### src/rtl/multicycle_ctrl_pkg.sv
// Shared types and constants for the multi-cycle RV32I control path:
// FSM states, ALU operations, datapath select codes and opcodes.
package multicycle_ctrl_pkg;

  typedef enum logic [3:0] {
    START, FETCH, DECODE, EXEC_R, EXEC_I, EXEC_U, MEMADR, MEMRD,
    MEMWR, MEMWB, ALUWB, BRANCH, JALR_ADR, JUMP, TRAP
  } ctrlState;

  typedef enum logic [3:0] {
    ALU_ADD  = 4'd0,
    ALU_SUB  = 4'd1,
    ALU_XOR  = 4'd2,
    ALU_OR   = 4'd3,
    ALU_AND  = 4'd4,
    ALU_SLL  = 4'd5,
    ALU_SRL  = 4'd6,
    ALU_SRA  = 4'd7,
    ALU_SLT  = 4'd8,
    ALU_SLTU = 4'd9
  } aluOperations;

  localparam logic [1:0] SRC_A_PC    = 2'd0;
  localparam logic [1:0] SRC_A_OLDPC = 2'd1;
  localparam logic [1:0] SRC_A_RS1   = 2'd2;
  localparam logic [1:0] SRC_A_ZERO  = 2'd3;

  localparam logic [1:0] SRC_B_RS2  = 2'd0;
  localparam logic [1:0] SRC_B_IMM  = 2'd1;
  localparam logic [1:0] SRC_B_FOUR = 2'd2;

  localparam logic [1:0] RES_ALUOUT    = 2'd0;
  localparam logic [1:0] RES_MEMDATA   = 2'd1;
  localparam logic [1:0] RES_ALURESULT = 2'd2;

  localparam logic [6:0] OP_R      = 7'b0110011;
  localparam logic [6:0] OP_I      = 7'b0010011;
  localparam logic [6:0] OP_LOAD   = 7'b0000011;
  localparam logic [6:0] OP_STORE  = 7'b0100011;
  localparam logic [6:0] OP_BRANCH = 7'b1100011;
  localparam logic [6:0] OP_JAL    = 7'b1101111;
  localparam logic [6:0] OP_JALR   = 7'b1100111;
  localparam logic [6:0] OP_LUI    = 7'b0110111;
  localparam logic [6:0] OP_AUIPC  = 7'b0010111;

  localparam logic [6:0] F7_BASE = 7'b0000000;
  localparam logic [6:0] F7_ALT  = 7'b0100000;

endpackage

### src/rtl/multicycle_alu_dec.sv
// Combinational funct3/funct7 decoder for R- and I-type ALU instructions.
// Any funct7 pattern the ISA does not define falls back to ADD.
module multicycle_alu_dec
  import multicycle_ctrl_pkg::*;
(
  input  logic [6:0]   opcode_i,
  input  logic [2:0]   funct3_i,
  input  logic [6:0]   funct7_i,
  output aluOperations alu_op_o
);

  logic rType;
  logic f7Base;

  assign rType  = (opcode_i == OP_R);
  // I-type immediates reuse funct7 bits, so only R-type must see a clean funct7
  assign f7Base = !rType || (funct7_i == F7_BASE);

  always_comb begin
    alu_op_o = ALU_ADD;
    case (funct3_i)
      3'b000: if (rType && funct7_i == F7_ALT) alu_op_o = ALU_SUB;
      3'b001: if (funct7_i == F7_BASE) alu_op_o = ALU_SLL;
      3'b101: begin
        if (funct7_i == F7_BASE)     alu_op_o = ALU_SRL;
        else if (funct7_i == F7_ALT) alu_op_o = ALU_SRA;
      end
      3'b010: if (f7Base) alu_op_o = ALU_SLT;
      3'b011: if (f7Base) alu_op_o = ALU_SLTU;
      3'b100: if (f7Base) alu_op_o = ALU_XOR;
      3'b110: if (f7Base) alu_op_o = ALU_OR;
      3'b111: if (f7Base) alu_op_o = ALU_AND;
      default: alu_op_o = ALU_ADD;
    endcase
  end

endmodule

### src/rtl/multicycle_ctrl.sv
// Sequencing FSM for the multi-cycle RV32I core: memory handshake,
// branch resolution, retired-instruction counter and sticky illegal flag.
module multicycle_ctrl
  import multicycle_ctrl_pkg::*;
#(
  parameter int CNT_W = 32
) (
  input  logic             clk,
  input  logic             rst_n,
  input  logic [6:0]       opcode,
  input  logic [2:0]       funct3,
  input  logic [6:0]       funct7,
  input  logic             alu_zero,
  input  logic             alu_lt,
  input  logic             alu_ltu,
  input  logic             mem_ready,
  output logic             mem_req,
  output logic             mem_we,
  output logic             adr_src,
  output logic             ir_write,
  output logic             pc_write,
  output logic             reg_write,
  output logic [1:0]       alu_src_a,
  output logic [1:0]       alu_src_b,
  output logic [1:0]       result_src,
  output aluOperations     alu_op,
  output logic             retire,
  output logic [CNT_W-1:0] instret,
  output logic             illegal
);

  ctrlState         state_q, state_d;
  logic [CNT_W-1:0] instret_q;
  logic             illegal_q;
  aluOperations     decAluOp;
  logic             branchTaken;

  multicycle_alu_dec u_alu_dec (
    .opcode_i (opcode),
    .funct3_i (funct3),
    .funct7_i (funct7),
    .alu_op_o (decAluOp)
  );

  always_comb begin
    case (funct3)
      3'b000:  branchTaken = alu_zero;
      3'b001:  branchTaken = !alu_zero;
      3'b100:  branchTaken = alu_lt;
      3'b101:  branchTaken = !alu_lt;
      3'b110:  branchTaken = alu_ltu;
      3'b111:  branchTaken = !alu_ltu;
      default: branchTaken = 1'b0;
    endcase
  end

  // Mealy outputs: mem_ready and branch flags act within the same cycle
  always_comb begin
    state_d    = state_q;
    mem_req    = 1'b0;
    mem_we     = 1'b0;
    adr_src    = 1'b0;
    ir_write   = 1'b0;
    pc_write   = 1'b0;
    reg_write  = 1'b0;
    alu_src_a  = SRC_A_PC;
    alu_src_b  = SRC_B_RS2;
    result_src = RES_ALUOUT;
    alu_op     = ALU_ADD;
    retire     = 1'b0;
    case (state_q)
      START: state_d = FETCH;
      FETCH: begin
        mem_req    = 1'b1;
        alu_src_b  = SRC_B_FOUR;
        result_src = RES_ALURESULT;
        if (mem_ready) begin
          ir_write = 1'b1;
          pc_write = 1'b1;
          state_d  = DECODE;
        end
      end
      DECODE: begin
        alu_src_a = SRC_A_OLDPC;
        alu_src_b = SRC_B_IMM;
        case (opcode)
          OP_R:              state_d = EXEC_R;
          OP_I:              state_d = EXEC_I;
          OP_LOAD, OP_STORE: state_d = MEMADR;
          OP_BRANCH:         state_d = BRANCH;
          OP_JAL:            state_d = JUMP;
          OP_JALR:           state_d = JALR_ADR;
          OP_LUI, OP_AUIPC:  state_d = EXEC_U;
          default:           state_d = TRAP;
        endcase
      end
      EXEC_R: begin
        alu_src_a = SRC_A_RS1;
        alu_op    = decAluOp;
        state_d   = ALUWB;
      end
      EXEC_I: begin
        alu_src_a = SRC_A_RS1;
        alu_src_b = SRC_B_IMM;
        alu_op    = decAluOp;
        state_d   = ALUWB;
      end
      EXEC_U: begin
        alu_src_a = (opcode == OP_LUI) ? SRC_A_ZERO : SRC_A_OLDPC;
        alu_src_b = SRC_B_IMM;
        state_d   = ALUWB;
      end
      ALUWB: begin
        reg_write = 1'b1;
        retire    = 1'b1;
        state_d   = FETCH;
      end
      MEMADR: begin
        alu_src_a = SRC_A_RS1;
        alu_src_b = SRC_B_IMM;
        state_d   = (opcode == OP_STORE) ? MEMWR : MEMRD;
      end
      MEMRD: begin
        mem_req = 1'b1;
        adr_src = 1'b1;
        if (mem_ready) state_d = MEMWB;
      end
      MEMWB: begin
        result_src = RES_MEMDATA;
        reg_write  = 1'b1;
        retire     = 1'b1;
        state_d    = FETCH;
      end
      MEMWR: begin
        mem_req = 1'b1;
        mem_we  = 1'b1;
        adr_src = 1'b1;
        if (mem_ready) begin
          retire  = 1'b1;
          state_d = FETCH;
        end
      end
      BRANCH: begin
        alu_src_a = SRC_A_RS1;
        alu_op    = ALU_SUB;
        pc_write  = branchTaken;
        retire    = 1'b1;
        state_d   = FETCH;
      end
      JALR_ADR: begin
        alu_src_a = SRC_A_RS1;
        alu_src_b = SRC_B_IMM;
        state_d   = JUMP;
      end
      JUMP: begin
        pc_write  = 1'b1;
        alu_src_a = SRC_A_OLDPC;
        alu_src_b = SRC_B_FOUR;
        state_d   = ALUWB;
      end
      TRAP:    state_d = TRAP;
      default: state_d = START;
    endcase
  end

  always_ff @(posedge clk or negedge rst_n) begin
    if (!rst_n) begin
      state_q   <= START;
      instret_q <= '0;
      illegal_q <= 1'b0;
    end else begin
      state_q <= state_d;
      if (retire) instret_q <= instret_q + CNT_W'(1);
      if (state_d == TRAP) illegal_q <= 1'b1;
    end
  end

  assign instret = instret_q;
  assign illegal = illegal_q;

endmodule

### config.mk
export PLATFORM = sky130hd
export DESIGN_NAME = multicycle_ctrl
export DESIGN_NICKNAME = d
export VERILOG_FILES = /design/src/rtl/multicycle_ctrl_pkg.sv /design/src/rtl/multicycle_alu_dec.sv /design/src/rtl/multicycle_ctrl.sv
export SDC_FILE = /design/constraint.sdc
export NUM_CORES = 1
export LEC_CHECK = 0
export CORE_MARGIN = 1
export CORE_UTILIZATION = 42
export DETAILED_ROUTE_END_ITERATION = 8
export PLACE_DENSITY = 0.85
export SYNTH_ARGS = -nofsm -noshare
export SYNTH_HDL_FRONTEND = slang
export SYNTH_HIERARCHICAL = 1
export SYNTH_SLANG_ARGS = --single-unit
export TNS_END_PERCENT = 5
### constraint.sdc
create_clock -name clk -period 1.7 [get_ports clk]
set_input_delay 0.34 -clock clk [delete_from_list [all_inputs] [get_ports clk]]
set_output_delay 0.34 -clock clk [all_outputs]
set_load 0.01 [all_outputs]
Word level (Yosys, flattened, before mapping)
Index checks and enable logic that the tools add are counted.
{ "totals": {"elab_cells": 88, "inputBits": 23, "reg_bits": 37, "output_inout_bits": 50} }
{ "op_classes": {"n_addsub": 1, "n_reduce_logical": 22, "mux": 30, "eq_ne": 32} }
{ "op_table": {"columns": ["op", "n"], "rows": [
  ["4-bit one-hot mux with 9 select lines", 1],
  ["32-bit by 1-bit adder with 32-bit output (second input constant)", 1],
  ["4-bit == test (second input constant)", 8],
  ["4-bit one-hot mux with 8 select lines", 1],
  ["7-bit by 6-bit == test with 1-bit output (second input constant)", 4],
  ["4-bit two-way mux", 7],
  ["4-bit one-hot mux with 7 select lines", 1],
  ["7-bit == test (second input constant)", 3],
  ["4-bit by 3-bit == test with 1-bit output (second input constant)", 4],
  ["7-bit by 5-bit == test with 1-bit output (second input constant)", 2],
  ["2-bit OR reduction", 7],
  ["3-bit == test (second input constant)", 4],
  ["5-bit OR reduction", 2],
  ["3-bit two-way mux", 3],
  ["4-bit by 2-bit == test with 1-bit output (second input constant)", 2],
  ["2-bit one-hot mux with 2 select lines", 2],
  ["4-bit one-hot mux with 2 select lines", 1],
  ["4-bit OR reduction", 2],
  ["7-bit by 2-bit == test with 1-bit output (second input constant)", 1],
  ["7-bit zero test", 1],
  ["1-bit two-way mux", 7],
  ["3-bit by 2-bit == test with 1-bit output (second input constant)", 2],
  ["2-bit two-way mux", 3],
  ["1-bit one-hot mux with 6 select lines", 1],
  ["other kinds (11)", 15]
]} }

Logic depth before layout (Yosys ltp)
Gate-level depths: netlist (run 1).
{ "depth": {"word_depth": 6, "mapped_depth": 7} }

Modules after synthesis
The synthesis (run 1) kept the hierarchy.
{ "by_module_without_submodules": {"columns": ["module", "instances", "cells_each", "area_each_um2", "seq_area_each_um2"], "rows": [
  ["multicycle_ctrl", 1, 223, 2142.1, 925.9],
  ["multicycle_alu_dec", 1, 25, 173.9, 0.0]
]} }

Worst setup path before layout (run 1)
OpenSTA, ideal clock, no wires.
{ "synth_path": {"path_kind": "flip-flop to output port", "start": "register state_q[3]", "end": "output mem_req", "t_required_ns": 1.360, "path_buffers": 1, "arrival_ns": 1.472, "path_slack_ns": -0.112, "stages_incl_launch_ff": 6, "path_cell_list": "dfrtp_1 -> clkbuf_1 -> nand2_1 -> nor3_1 -> a31o_2 -> or2_2"} }
{ "synth_between": {"elab_chain_cells": 3, "elab_cells_between_ends": 5, "cone_classes": "3 x eq/ne; 1 x mux; 1 x reduce/logical"} }
{ "synth_rtl": {"columns": ["element", "line", "source"], "rows": [
  ["start, declared", "multicycle_ctrl.sv:32", "ctrlState state_q, state_d;"],
  ["start signal, assigned", "multicycle_ctrl.sv:172", "state_q <= state_d;"],
  ["4-bit == test (tied with other cells)", "multicycle_ctrl.sv:71", "case (state_q)"],
  ["3-bit OR reduction (no source line) (*)", null, null],
  ["1-bit two-way mux (*)", "multicycle_ctrl.sv:71", null],
  ["end, declared", "multicycle_ctrl.sv:17", "output logic mem_req,"]
]} }
Mark *: on every way between the ends. The rest lies on a longest branch, timed or not.

Worst setup path in the final report (run 1)
{ "layout_path": {"start": "register state_q[0]", "end": "output alu_op[2]"} }
{ "layout_between": {"elab_chain_cells": 3, "elab_cells_between_ends": 5, "cone_classes": "3 x eq/ne; 1 x mux; 1 x reduce/logical"} }
{ "layout_rtl": {"columns": ["element", "line", "source"], "rows": [
  ["4-bit by 3-bit == test with 1-bit output / 4-bit by 2-bit == test with 1-bit output (equally long branches)", "multicycle_ctrl.sv:71", null],
  ["2-bit OR reduction (no source line)", null, null],
  ["4-bit one-hot mux with 2 select lines (*)", "multicycle_ctrl.sv:71", null],
  ["end, declared", "multicycle_ctrl.sv:26", "output aluOperations alu_op,"]
]} }
Marked as above.

==> results of run 1 <==
==> area by class of cell <==
class | instances | share of cell area (%)
multi-input combinational | 195 | 38.39
inverter | 5 | 0.4815
tap | 70 | 2.247
clock inverter | 2 | 0.3531
timing repair buffer | 150 | 32.39
sequential | 37 | 24.01
clock buffer | 6 | 2.119
==> cell usage in the layout, fill, tap and decap left out, types with 8 or more instances in the layout <==
cell type and instances:
nand2_1 21, nand3_1 9, buf_6 17, nor2_1 11, buf_4 64, xnor2_1 26, buf_2 21, nand4_1 12
dfrtp_2 8, dfrtp_1 29, xor2_1 9, clkdlybuf4s50_1 33, dlygate4sd2_1 9
==> through the flow <==
| step | hold slack [ns] | total power [mW] | worst slack, ns | util (%) | area [µm²] |
|---|---|---|---|---|---|
| after floorplan | 0.04441 | 2.138 | 0.01003 | - | 2322 |
| after global placement | 0.3991 | 3.338 | -0.9022 | 68.00 | 3540 |
| after detailed placement | 0.4047 | 3.391 | -0.9617 | 68.00 | 3540 |
| after CTS | 0.09853 | 4.443 | -0.1633 | 73.73 | 3837 |
| after global routing | 0.1134 | 4.894 | -0.2554 | 74.88 | 3897 |
| final | 0.08908 | 4.651 | -0.1737 | 74.88 | 3897 |
==> worst max-delay path: cells and delay by family (launching register included) <==
kind	cells	cell delay (ns)
AOI/OAI and AO/OA	1	0.11
buffers and inverters	3	0.39
DFF	1	0.44
and+or+nand+nor	4	0.30
==> sequential cells by signal (all words and copies together) (netlist names) <==
name     cells
illegal      1
instret     32
state_q      4
==> what timing repair did <==
| item | in CTS | in global routing |
|---|---|---|
| pin swaps | 27 | 7 |
| buffers inserted | 15 | 3 |
| gates resized for setup | 170 | 21 |
| gates cloned | 0 | 0 |
| endpoints found under the setup margin | 43 | 47 |
==> final timing paths <==
check                             from     endpoint  slack (ns)  cells after the start
setup / recovery            state_q[0]    alu_op[2]       -0.17                      8
hold / removal                   rst_n   instret[5]        0.09                      2
setup reg to reg            state_q[0]      illegal       -0.16                      7
hold reg to reg            instret[15]  instret[15]        0.49                      1
max in group asynchronous        rst_n   state_q[3]        1.26                      2
min in group clk           instret[15]  instret[15]        0.49                      1
==> logic make-up (layout without fill, tap and decap cells) <==
logic type | count (synthesis) | in the layout | synth area share (%)
multiplexers | 3 | 3 | 1.405
buffers and inverters | 16 | 163 | 2.863
XOR/XNOR | 35 | 35 | 13.24
flip-flops | 37 | 37 | 39.98
AO/OA/AOI/OAI | 37 | 37 | 10.54
AND/OR/NAND/NOR | 118 | 118 | 30.96
adder cells (fa/ha/maj) | 2 | 2 | 1.026
==> per-layer routing <==
| layer | wire [µm] | GRT usage, % |
|---|---|---|
| met5 | 0 | 0 |
| met4 | 146 | 8.654 |
| met3 | 311 | 5.030 |
| met2 | 3873 | 46.49 |
| met1 | 2829 | 28.02 |
==> power by group <==
group          switching (mW)  total (mW)  internal [mW]
Sequential              0.153        1.17           1.02
Combinational            1.29        2.84           1.55
Clock                   0.310       0.638          0.328
Total                    1.76        4.65           2.89
==> results.tsv, run 1 <==
stage	metric	value	unit
run_status	status	finished, violations left	
run_status	violations	negative setup slack	
synth	synth-seq-cells	37	
global_route	grt_first_pass_wirelength	11900	µm
drt	firstDrtPassIters	4	
clock_tree	cts_tree	done	
global_route	gr-total-overflow	0	
critical_path	path_cells	buf_6 -> buf_6 -> nand2_4 -> nor2_2 -> a21oi_2 -> nor2_2 -> and2_1 -> buf_2	
drt	drc	0	
final_layout	register_area	935.9	µm²
synth	synth_cells	248	
worst_hold_path	hold_path_class	in2async	
flow_run	max_cap_violations	0	
die	die-area	5815	µm²
drt	wire_per_inst	15.40	µm
critical_path	cp.arrival	1.53	ns
drt	viasPerCell	5.385	
timing	tightest_slew	0.4640	ns
drt	drtIter0Drc	69	
die	num_rows	26	
final_layout	num_antenna_cells	0	
clock_tree	insertion_delay	0.29	ns
synth	yosysTopAreaCell	dfrtp_1	
critical_path	path_class	reg2out	
synth	yosysSeqAreaShare	39.98	%
critical_path	crit_fanout	5	
clock_tree	clk_pin_slew	0.07	ns
synth	netlist.area_leader.share	39.98	%
timing	setup_viol	33	
synth	synth_common_cells	dfrtp_1, xnor2_1, nand2_1, nor2_1, nand4_1	
critical_path	critPathSlowestCell	dfrtp_2	
die	io_pins	73	
synth	ys_async_sr_fraction	100.0	%
placement	dp.cells	439	
synth	synthTopCellsByArea	dfrtp_1, xnor2_1, nand2_1	
timing	fmax	0.5337	GHz
power_and_ir_drop	powerDensity	1193	nW/µm²
synth	synth_fp_nets	272	
synth	synth_cell_types	53	
placement	gp_congestion	0.9274	
synth	synth_most_common_cell	dfrtp_1	
timing	clock_skew	0.007591	ns
timing	relSlewSlack	69.07	%
final_layout	syn2layout_area_growth	68.29	%
final_layout	num-fill-cells	345	
timing	hold_viol	0	
global_route	antenna_found_initial	0	
synth	yosysWarnings	6	
clock_tree	h-tree-depth	2	
timing	final_max_slew_viol_count	0	
die	initial_core_util	44.50	%
global_route	grt_pass1_vias	2653	
placement	io_buffers	72	
placement	dpl.hpwl	4688	µm
drt	drt-total-wl	7160	µm
drt	ant_nets	0	
clock_tree	clk_path_buf_depth	2	
final_layout	finalNonFillerCells	465	
die	coreArea	5205	µm²
synth	netlist_area	2316	µm²
synth	synth_area_per_cell	9.339	µm²
timing	fin_crit_sh	110.2	%
die	fp.dieW	76.26	µm
critical_path	start_kind	flop	
global_route	gr-usage-all-layers	24.96	%
timing	fin_crit	1.874	ns
clock_tree	cts_sinks	37	
clock_tree	cts_hold_buf	0	
final_layout	multi_input_area	1496	µm²
clock_tree	cts-root-buf	clkbuf_8	
timing	fin_setup_tns	-2.817	ns
critical_path	max_stage_delay	0.44	ns
final_layout	fin_nets	418	
die	die_h	76.26	µm
timing	rsz0062_at_grt	true	
clock_tree	cts_made_buffers	5	
critical_path	crit_required	1.36	ns
synth	synth-main-ff-cell	dfrtp_1	
power_and_ir_drop	ir_worst_vdd	0.6890	mV
critical_path	end_kind	output pin	
timing	setup_slack	-0.1737	ns
final_layout	drive_above_1_share	43.04	%
synth	synth_edf_count	0	
drt	vias	2504	
power_and_ir_drop	leakage	1.781	nW
global_route	grt_max_degree	38	
Power figures use the tool's default switching activity.
==> inputs of run 2 (changes only) <==
Settings changed: GPL_TIMING_DRIVEN from default to 1, PLACE_DENSITY 0.85 to 0.74, RECOVER_POWER from default to 50.
==> results.tsv, run 2 (same netlist as run 1, synthesis figures left out) <==
stage	metric	value	unit	change
run_status	status	finished, violations left		unchanged
run_status	violations	negative setup slack		unchanged
timing	rsz0062_at_grt	true		unchanged
critical_path	start_kind	flop		unchanged
global_route	gr-usage-all-layers	23.98	%	was 24.96%
final_layout	syn2layout_area_growth	67.32	%	was 68.29%
die	die_h	76.26	µm	unchanged
placement	dpl.hpwl	4806	µm	was 4688 µm
drt	vias	2513		was 2504
critical_path	end_kind	output pin		unchanged
timing	hold_ws	0.2509	ns	was 0.08908 ns
flow_run	max_cap_violations	0		unchanged
clock_tree	cts_tree	done		unchanged
timing	clock_skew	0.003270	ns	was 0.007591 ns
critical_path	timing.reg2reg.setup_slack	-0.18	ns	was -0.16 ns
die	io_pins	73		unchanged
clock_tree	cts_made_buffers	5		unchanged
final_layout	num-fill-cells	384		was 345
clock_tree	cts_hold_buf	0		unchanged
drt	firstDrtPassIters	4		unchanged
drt	wire_per_inst	14.65	µm	was 15.40 µm
power_and_ir_drop	powerDensity	1092	nW/µm²	was 1193 nW/µm²
global_route	grt_max_degree	38		unchanged
power_and_ir_drop	ir_worst_vdd	1.025	mV	was 0.6890 mV
die	fp.dieW	76.26	µm	unchanged
die	num_rows	26		unchanged
drt	drt-total-wl	6840	µm	was 7160 µm
placement	dp_slack	-0.9343	ns	was -0.9617 ns
critical_path	cp.arrival	1.60	ns	was 1.53 ns
timing	final_max_slew_viol_count	0		unchanged
timing	relSlewSlack	41.42	%	was 69.07%
placement	io_buffers	72		unchanged
placement	dp.cells	442		was 439
global_route	gr-total-overflow	0		unchanged
placement	gp_congestion	0.8160		was 0.9274
clock_tree	clk_pin_slew	0.07	ns	about the same
final_layout	layout_commonest_cell	buf_4		unchanged
clock_tree	h-tree-depth	2		unchanged
critical_path	path_cells	buf_6 -> and2b_2 -> buf_4 -> a31oi_1 -> nor2b_1 -> buf_2		was buf_6 -> buf_6 -> nand2_4 -> nor2_2 -> a21oi_2 -> nor2_2 -> and2_1 -> buf_2
final_layout	fin_nets	421		was 418
timing	setup_viol	35		was 33
final_layout	drive_above_1_share	41.56	%	was 43.04%
timing	hold_viol	0		unchanged
critical_path	crit_fanout	5		unchanged
clock_tree	insertion_delay	0.28	ns	was 0.29 ns
final_layout	register_area	934.6	µm²	was 935.9 µm²
final_layout	largest_reg_flops	32		unchanged
timing	fin_crit	1.937	ns	was 1.874 ns
final_layout	final_util	74.45	%	was 74.88%
drt	drc	0		unchanged
critical_path	critPathSlowestCell	dfrtp_2		unchanged
global_route	grt_pass1_vias	2468		was 2653
final_layout	most-common-layout-cells	buf_4, clkdlybuf4s50_1, dfrtp_1		unchanged
die	coreArea	5205	µm²	unchanged
die	initial_core_util	44.50	%	unchanged
final_layout	multi_input_area	1494	µm²	was 1496 µm²
die	die-area	5815	µm²	unchanged
critical_path	max_stage_delay	0.45	ns	was 0.44 ns
timing	setup_slack	-0.2371	ns	was -0.1737 ns
drt	ant_nets	0		unchanged
drt	drtIter0Drc	126		was 69
critical_path	path_class	reg2out		unchanged
global_route	antenna_found_initial	0		unchanged
timing	fmax	0.5162	GHz	was 0.5337 GHz
drt	viasPerCell	5.381		was 5.385
power_and_ir_drop	leakage	1.792	nW	was 1.781 nW
global_route	grt_first_pass_wirelength	11250	µm	was 11900 µm
critical_path	crit_required	1.36	ns	about the same
final_layout	finalNonFillerCells	467		was 465
critical_path	reg2reg_depth	8		was 7
clock_tree	cts_sinks	37		unchanged
power_and_ir_drop	totalPowerFinal	4.231	mW	was 4.651 mW
clock_tree	clk_path_buf_depth	2		unchanged
worst_hold_path	hold_path_class	in2async		unchanged
timing	fin_crit_sh	113.9	%	was 110.2%
final_layout	num_antenna_cells	0		unchanged
timing	tightest_slew	0.8787	ns	was 0.4640 ns
clock_tree	cts-root-buf	clkbuf_8		unchanged
==> run 2: cell types whose count changed in the layout (fill, tap and decap cells not counted), sizes merged, moves of 2 or more <==
cell / before / now
clkinv: 2 / 0
dlygate4sd2: 9 / 5
clkdlybuf4s50: 33 / 36
clkbuf: 6 / 10
==> run 2: final timing paths <==
path | end | from
max | pc_write | state_q[3]
min | instret[3] | rst_n
max reg2reg | instret[31] | state_q[2]
min reg2reg | illegal | illegal
max in group asynchronous | state_q[2] | rst_n
min in group clk | illegal | illegal
==> run 2: per-stage QoR <==
| stage | TNS, ns | area (µm²) |
|---|---|---|
| after floorplan | 0 | 2322 |
| after global placement | -19.13 | 3550 |
| after detailed placement | -20.07 | 3550 |
| after CTS | -3.417 | 3765 |
| after global routing | -6.953 | 3875 |
| final | -3.549 | 3875 |
==> run 2: area by class of cell <==
type	count	area share, %
multi-input combinational	195	38.55
inverter	5	0.4843
tap	70	2.260
clock buffer	7	2.228
timing repair buffer	153	32.35
sequential	37	24.12
==> run 2: critical path: cells and delay by family, from the launching register on <==
family	cells	cell delay (ns)
buf+inv	3	0.43
simple gates	2	0.27
flops	1	0.45
compound gates	1	0.16
==> run 2: repair_timing <==
action / 4_1_cts / 5_1_grt
hold endpoints to repair: 0 / 0
gates resized for setup: 135 / 35
endpoints found under the setup margin: 47 / 53
pin swaps: 23 / 10
setup buffers: 14 / 4
==> run 2: power breakdown <==
| part | internal, mW | total (mW) | switching, mW |
|---|---|---|---|
| clock | 0.321 | 0.598 | 0.277 |
| sequential | 1.02 | 1.18 | 0.162 |
| combinational | 1.32 | 2.45 | 1.13 |
==> run 2: metal layers <==
layer	part of all wire, %	track usage (%)	vias to the layer above	wire length (µm)
met4	1.7	8.846	0	119
li1	-	-	1193	-
met5	0	0	-	0
met2	55	42.88	70	3728
met3	3.5	4.910	12	241
met1	40	28.18	1238	2751
==> inputs of run 3 (changes only) <==
Settings changed: ABC_AREA from default to 1, CORE_UTILIZATION 42 to 45, PLACE_DENSITY 0.74 to 0.75.
==> results.tsv, run 3 <==
stage	metric	value	unit	change
run_status	status	finished, violations left		unchanged
run_status	violations	negative setup slack		unchanged
synth	ys_async_sr_fraction	100.0	%	unchanged
critical_path	cp.arrival	1.50	ns	was 1.60 ns
die	num_rows	29		was 26
clock_tree	cts_tree	done		unchanged
clock_tree	insertion_delay	0.30	ns	was 0.28 ns
synth	synth_area_per_cell	6.407	µm²	was 9.339 µm²
placement	placedInstanceArea	4167	µm²	was 3550 µm²
drt	firstDrtPassIters	4		unchanged
clock_tree	cts_made_buffers	5		unchanged
critical_path	critPathSlowestCell	dfrtp_2		unchanged
power_and_ir_drop	totalPowerFinal	4.470	mW	was 4.231 mW
placement	dp_slack	-0.8016	ns	was -0.9343 ns
final_layout	final_area	4412	µm²	was 3875 µm²
final_layout	layout_commonest_cell	nand2_1		was buf_4
timing	rsz0062_at_grt	true		unchanged
timing	setup_slack	-0.1388	ns	was -0.2371 ns
critical_path	max_stage_delay	0.47	ns	was 0.45 ns
synth	synth_common_cells	nand2_1, nor2_1, inv_1, dfrtp_1, nand3_1		was dfrtp_1, xnor2_1, nand2_1, nor2_1, nand4_1
critical_path	end_kind	output pin		unchanged
critical_path	r2r-start	state_q[1]		was state_q[2]
synth	synth_most_common_cell	nand2_1		was dfrtp_1
final_layout	syn2layout_area_growth	50.68	%	was 67.32%
global_route	antenna_found_initial	0		unchanged
timing	fmax	0.5438	GHz	was 0.5162 GHz
synth	synth_edf_count	0		unchanged
die	die-area	6833	µm²	was 5815 µm²
synth	yosysSeqAreaShare	31.62	%	was 39.98%
final_layout	num_antenna_cells	0		unchanged
final_layout	most-common-layout-cells	nand2_1, nor2_1, buf_4		was buf_4, clkdlybuf4s50_1, dfrtp_1
global_route	gr-usage-all-layers	26.60	%	was 23.98%
synth	synth_fp_nets	481		was 272
drt	drt-total-wl	8526	µm	was 6840 µm
power_and_ir_drop	leakage	2.214	nW	was 1.792 nW
final_layout	multi_input_area	1911	µm²	was 1494 µm²
final_layout	fin_nets	621		was 421
clock_tree	clk_path_buf_depth	2		unchanged
synth	netlist_area	2928	µm²	was 2316 µm²
synth	yosysTopAreaCell	dfrtp_1		unchanged
timing	tightest_slew	0.9181	ns	was 0.8787 ns
critical_path	reg2reg_to	instret[6]		was instret[31]
synth	synth-seq-cells	37		unchanged
critical_path	path_cells	nand2_2 -> inv_1 -> nand2_2 -> nand2_4 -> buf_6 -> nand2_2 -> o21ai_1 -> buf_2		was buf_6 -> and2b_2 -> buf_4 -> a31oi_1 -> nor2b_1 -> buf_2
synth	yosysWarnings	6		unchanged
synth	synth_cells	457		was 248
final_layout	num-fill-cells	561		was 384
critical_path	reg2reg_depth	11		was 8
timing	fin_setup_tns	-1.100	ns	was -3.549 ns
timing	setup_viol	20		was 35
die	io_pins	73		unchanged
global_route	grt_first_pass_wirelength	14080	µm	was 11250 µm
global_route	grt_pass1_vias	3324		was 2468
synth	synthTopCellsByArea	dfrtp_1, nand2_1, nor2_1		was dfrtp_1, xnor2_1, nand2_1
die	coreArea	6314	µm²	was 5205 µm²
synth	netlist.area_leader.share	31.62	%	was 39.98%
synth	synth_cell_types	31		was 53
drt	drtIter0Drc	118		was 126
clock_tree	h-tree-depth	2		unchanged
global_route	grt_max_degree	38		unchanged
worst_hold_path	hold_path_class	in2async		unchanged
die	die_h	82.66	µm	was 76.26 µm
clock_tree	cts_hold_buf	0		unchanged
clock_tree	clk_pin_slew	0.08	ns	was 0.07 ns
timing	hold_ws	0.2479	ns	was 0.2509 ns
drt	ant_nets	0		unchanged
die	initial_core_util	46.37	%	was 44.50%
die	fp.dieW	82.66	µm	was 76.26 µm
drt	vias	3352		was 2513
timing	relSlewSlack	38.80	%	was 41.42%
drt	wire_per_inst	12.63	µm	was 14.65 µm
flow_run	max_cap_violations	0		unchanged
final_layout	register_area	938.4	µm²	was 934.6 µm²
critical_path	crit_fanout	5		unchanged
global_route	gr-total-overflow	0		unchanged
critical_path	start_kind	flop		unchanged
timing	fin_crit	1.839	ns	was 1.937 ns
drt	viasPerCell	4.966		was 5.381
critical_path	path_class	reg2out		unchanged
timing	final_max_slew_viol_count	0		unchanged
final_layout	drive_above_1_share	28.43	%	was 41.56%
placement	gp_congestion	0.9119		was 0.8160
clock_tree	cts-root-buf	clkbuf_8		unchanged
power_and_ir_drop	powerDensity	1013	nW/µm²	was 1092 nW/µm²
placement	io_buffers	72		unchanged
final_layout	largest_reg_flops	32		unchanged
timing	fin_crit_sh	108.2	%	was 113.9%
synth	synth-main-ff-cell	dfrtp_1		unchanged
placement	dpl.hpwl	6508	µm	was 4806 µm
critical_path	crit_required	1.36	ns	about the same
clock_tree	cts_sinks	37		unchanged
timing	hold_viol	0		unchanged
timing	clock_skew	0.009317	ns	was 0.003270 ns
power_and_ir_drop	ir_worst_vdd	0.9734	mV	was 1.025 mV
drt	drc	0		unchanged
critical_path	cp_common_cell	nand2_2		
critical_path	timing.reg2reg.setup_slack	-0.05	ns	was -0.18 ns
==> run 3: cell count changes after synthesis, sizes merged, moves of 8 or more <==
cell    delta
nand2    +138
nor2      +68
inv       +56
nand3     +26
xnor2     -20
nand3b    +12
nor3      +11
and2       -8
nand4      -8
xor2       +8
==> run 3: metal layers <==
layer  GRT usage, %  vias to the layer above  wire length [µm]
met4          10.34                        0               157
li1               -                     1701                 -
met5              0                        -                 0
met1          30.46                     1550              3476
met2          49.67                       81              4557
met3          3.297                       20               335
==> run 3: worst max-delay path by stage <==
stage | start | end | cells after the start
after floorplan | state_q[1] | alu_src_a[1] | 3
after global placement | funct3[2] | pc_write | 7
after detailed placement | funct3[2] | pc_write | 7
after CTS | state_q[0] | alu_op[0] | 8
after global routing | state_q[1] | alu_op[0] | 8
final | state_q[1] | alu_op[0] | 8
==> run 3: per-stage QoR <==
stage               instances  utilization, %
floorplan                 457               -
global placement          662           65.99
detailed placement        662           65.99
CTS                       674           68.37
global route              675           69.88
finish                    675           69.88
==> run 3: critical path: cells and delay by family, from the launching register on <==
family                 cells  cell delay [ns]
DFF                        1             0.47
and+or+nand+nor            4             0.34
buffers and inverters      3             0.33
AOI/OAI and AO/OA          1             0.05
==> run 3: kinds of logic after synthesis <==
logic type / synth area share [%]
AOI/OAI and AO/OA: 2.521
xor gates and xnor gates: 6.880
adders and majority gates: 0.4273
buffers and inverters: 8.333
DFF: 31.62
and+or+nand+nor: 50.21
==> run 3: repair_timing <==
action | CTS | global route
setup endpoints to repair | 19 | 41
setup buffers | 4 | 1
resized for setup | 130 | 33
pin swaps | 18 | 7
==> run 3: area by class of cell <==
class                           count  area share, %
Inverter                           62          5.445
Clock buffer                        6          1.872
Clock inverter                      2         0.8508
Sequential cell                    37          21.27
Tap cell                           77          2.184
Timing Repair Buffer              135          25.07
Multi-Input combinational cell    356          43.31
==> run 3: report_power, final <==
group          switching (mW)  internal [mW]
clock                   0.331          0.477
sequential              0.192           1.01
combinational            1.31           1.15
total                    1.83           2.64
